## config.mk

```make
export PLATFORM = sky130hd
export DESIGN_NAME = sha2ipudpath
export DESIGN_NICKNAME = d
export VERILOG_FILES = /design/src/rtl/sha2ipudpath.sv
export SDC_FILE = /design/constraint.sdc
export NUM_CORES = 2
export LEC_CHECK = 0
export BUFFER_PORTS_ARGS = -buffer_cell sky130_fd_sc_hd__buf_2
export CAP_MARGIN = 5
export CORE_ASPECT_RATIO = 0.75
export CORE_MARGIN = 4
export CORE_UTILIZATION = 30
export CTS_BUF_LIST = sky130_fd_sc_hd__clkbuf_8
export CTS_CLUSTER_SIZE = 20
export DETAILED_ROUTE_END_ITERATION = 10
export GPL_TIMING_DRIVEN = 1
export PLACE_DENSITY = 0.51
export SLEW_MARGIN = 0
export SYNTH_ARGS = -nofsm -noshare
export SYNTH_HDL_FRONTEND = slang
export SYNTH_SLANG_ARGS = --single-unit
```

## constraint.sdc

```tcl
create_clock -name clk -period 36.1 [get_ports clk]
set_clock_uncertainty 0.1 [all_clocks]
set_input_delay 5.415 -clock clk [delete_from_list [all_inputs] [get_ports clk]]
set_output_delay 5.415 -clock clk [all_outputs]
set_load 0.02 [all_outputs]
```

## src/rtl/sha2ipudpath.sv

```systemverilog
// SHA-2 input datapath: 8x64 message register file, bit-length counter and a
// one-deep output block buffer. Define SHA2IPUDPATH_ERR_EN to enable the sticky err flag.
module sha2ipudpath (
  input  logic         clk,
  input  logic         rst,
  input  logic [63:0]  pkt,
  input  logic         st_pkt,
  input  logic         pad_pkt,
  input  logic         zero_pkt,
  input  logic         mgln_pkt,
  input  logic         blk_val,
  input  logic         msg_end,
  output logic [2:0]   idx,
  output logic [511:0] blk,
  output logic         out_val,
  output logic         out_last,
  input  logic         out_rdy,
  output logic         buf_full,
  output logic         err
);

  localparam logic [63:0] PAD_WORD = 64'h8000_0000_0000_0000;

  logic [63:0]  words [8];
  logic [63:0]  len;
  logic [63:0]  wr_data;
  logic [511:0] snap;
  logic         wr_en;
  logic         st_sel;
  logic         cap;

  assign wr_en  = st_pkt | pad_pkt | zero_pkt | mgln_pkt;
  // pkt is only written (and counted) when no higher-priority strobe wins
  assign st_sel = st_pkt & ~pad_pkt & ~zero_pkt & ~mgln_pkt;

  always_comb begin
    wr_data = pkt;
    if (mgln_pkt)      wr_data = len;
    else if (zero_pkt) wr_data = '0;
    else if (pad_pkt)  wr_data = PAD_WORD;
  end

  always_comb begin
    snap = '0;
    for (int i = 0; i < 8; i++) snap[511-64*i -: 64] = words[i];
  end

  always_ff @(posedge clk or posedge rst) begin
    if (rst) begin
      for (int i = 0; i < 8; i++) words[i] <= '0;
      idx <= '0;
    end else if (wr_en) begin
      words[idx] <= wr_data;
      idx        <= idx + 3'd1;
    end
  end

  always_ff @(posedge clk or posedge rst) begin
    if (rst)          len <= '0;
    else if (mgln_pkt) len <= '0;
    else if (st_sel)   len <= len + 64'd64;
  end

  // snap is sampled pre-edge, so a word-0 write on the capture edge lands in the next block
  assign cap = blk_val & (~out_val | out_rdy);

  always_ff @(posedge clk or posedge rst) begin
    if (rst) begin
      blk      <= '0;
      out_val  <= 1'b0;
      out_last <= 1'b0;
    end else if (cap) begin
      blk      <= snap;
      out_val  <= 1'b1;
      out_last <= msg_end;
    end else if (out_val && out_rdy) begin
      out_val  <= 1'b0;
    end
  end

  assign buf_full = out_val;

`ifdef SHA2IPUDPATH_ERR_EN
  logic ovf;
  logic wrap;
  assign ovf  = blk_val & out_val & ~out_rdy;
  // len >= 2^64-64 exactly when bits [63:6] are all ones
  assign wrap = st_sel & (&len[63:6]);

  always_ff @(posedge clk or posedge rst) begin
    if (rst)              err <= 1'b0;
    else if (ovf || wrap) err <= 1'b1;
  end
`else
  assign err = 1'b0;
`endif

endmodule

```

==> run summary <==
library cells used by synthesis -> 40
DR vias/cell -> 4.64
Max VDD drop -> 0.0411 mV
Seq/Total Area, Yosys -> 0.671
period utilization -> 0.261
Post-synth top cells -> dfrtp_1 (1087), mux2_2 (517), nand2_1 (488), o21ai_0 (471), clkbuf_1 (173)
post-synth top area cell -> dfrtp_1
Slew Limit Fails -> 0
CP Data Arrival Time -> 10.24 ns
Hold Violations, Final -> 0
top cells by area, synth -> dfrtp_1 (67%), mux2_2 (14%), o21ai_0 (5.8%)
Synth top area share -> 0.671
Critical Path Source Type -> input port
worst-margin pin slew -> 1.26 ns
Remaining DRCs -> 0
post-synthesis mux area share -> 0.144
TritonCTS clock tree -> yes
relative slew slack -> 0.162
cells after synthesis -> 3201
crit path max fanout -> 167
vias in the first global route -> 26900
met2 usage -> 0.275
pin count of the biggest net entering global routing -> 168
routability cong. -> 0.752
CP max-delay cell -> buf_4
most frequent cell after synthesis -> dfrtp_1
number of enable flip-flop cells after synthesis -> 0
Die Width -> 432 um
worst-path cell chain -> buf_2, clkinvlp_4, buf_4, buf_4, buf_4, buf_4, buf_12
f_max -> 0.106 GHz
setup_tns -> 0 ns
largest family of logic cells by synthesized area -> multiplexers
vias after detailed routing -> 26659
row count -> 116
post-synthesis simple-gate area fraction -> 0.0770
Async S/R FF share, synth -> 1.00
I/O Pins -> 592
most used cell, CP -> buf_4
Post-CTS Hold Buffers -> 0
Avg Cell Area, Syn -> 12.7 sq um
Hold Path Class -> reg2reg
RSZ-0062 raised after global routing -> false
pre-CTS setup slack -> 25.45 ns
clk sinks -> 1087
setup slack after layout -> 26.66 ns
Period minus WS final -> 9.44 ns
# nets final -> 3900
PostCTS Resize Cnt -> 0
xor/xnor share of the synthesized area -> 0.00756
Layout area overhead -> 20.9%
Total Wirelength -> 122000 um
Die ar. -> 0.141 sq mm
Initial Util -> 0.303
compound-gate portion of the synthesized area -> 0.0802
CP Capture Type -> asynchronous set/reset pin
Worst-path clk slew -> 0.06 ns
Congestion Overflow GR -> 0
layout cells sized above 1 -> 0.361
Post-Synth Adder-Cell Area -> 0.000617
ys flop type -> dfrtp_1
Clock Path Buffers -> 3
Clock Tree Root -> clkbuf_8
Pwr Density -> 84.0 mW/mm^2
Setup Viol. Count Final -> 0
number of port buffers -> 590
global-route wire length before repair -> 182000 um
First DRT Iteration DRCs -> 1808
met1 Track Usage GR -> 0.235
WL/cell -> 21.2 um
Die Y -> 326 um
outcome -> complete, no violations
critical path required time -> 36.90 ns
most used routing layer -> met2
hpwl dp -> 79600 um
Fin Hold WS -> 0.373 ns
core area -> 0.134 sq mm
clk_lat worst skew -> 0.89 ns
cell area after synthesis -> 0.0405 sq mm
drt first pass iters -> 5
max-cap viol count -> 0
flops & latches, synth -> 1087
Setup CP Type -> in2async
initial antenna violation count -> 25
Antenna Nets Post-Route -> 0
TritonCTS buffer count -> 176
P_leak -> 24.4 nW
syn_nets -> 3276
Tot GR Track Use -> 0.172
max incr delay on CP -> 0.88 ns
CTS H-tree lvls -> 4
YS warnings -> 0
met3 usage -> 0.0392
post-CTS setup repair buffer count -> 0
-- metrics by stage --
step | util | cells | total power, W | instance area, sq um
6_report | 0.366 | 5741 | 0.00412 | 49000
3_5_place_dp | 0.339 | 5416 | 0.00309 | 45400
5_1_grt | 0.366 | 5735 | 0.00438 | 49000
3_3_place_gp | 0.339 | 5416 | 0.00306 | 45400
4_1_cts | 0.366 | 5724 | 0.00419 | 48900
2_1_floorplan | - | 3201 | 0.00259 | 40500
-- final cells by class --
cell class	count	area, sq um
tap	1770	2210
fill	13313	84800
timing repair buffer	647	3410
antenna	16	40.0
sequential	1087	27200
clock inverter	94	578
multi-input combinational	1906	12600
clock buffer	214	2950
inverter	7	30.0
-- routing by layer --
metal  up-vias  wire length (um)
li1      12344                 -
met3       155              6000
met5         -                 0
met2       637             58200
met1     13523             55400
met4         0              2330
-- layout by cell type, fill, tap and decap left out, drive strengths merged --
master    count
diode        16
and2          2
clkinvlp      6
nand2b        3
nor4b         4
clkbuf      214
conb          1
a211oi        1
nand3        16
clkinv       14
o211ai        1
nor3         11
nand4bb       1
buf         647
o31ai         6
bufinv        4
dfrtp      1087
nor2        111
nand2       488
and3          4
xor2         10
inv          77
and4          3
mux2        517
nor2b         4
o21ai       471
nor4         14
ha            2
nor3b         1
nand3b        2
or3          19
a21oi        81
or3b          3
nand4        31
a22oi        57
or2           3
or4          14
xnor2        25
-- cells by family after synthesis --
family,count (synthesis)
other cells,1
simple gates,734
fa+ha+maj,2
buf+inv,208
flops,1087
xor+xnor,35
mux,517
compound gates,617
-- sequential cells by signal, indices dropped and copies added, names as in the netlist --
register and count:
len 58, buf_full 1, snap 512, idx 3, blk 512, out_last 1
-- power by group --
part	total, W	switching (W)	internal, W
Combinational	0.00115	0.000742	0.000406
Clock	0.00107	0.000508	0.000567
Sequential	0.00189	0.000252	0.00164
Total	0.00412	0.00150	0.00261
-- critical path: cells and delay by family --
family	cells	cell delay [ns]
buffers and inverters	7	4.46
-- worst paths after layout --
kind,from,end,slack [ns],cells after the start
min in group asynchronous,rst,blk[438],4.56,2
worst max register to register,buf_full,blk[53],31.70,6
worst max-delay path,rst,snap[138],26.66,7
worst min register to register,snap[215],snap[215],0.37,2
max in group clk,out_rdy,blk[53],27.36,7
worst min-delay path,snap[215],snap[215],0.37,2
Note: power is estimated with default switching activity, not from simulation.
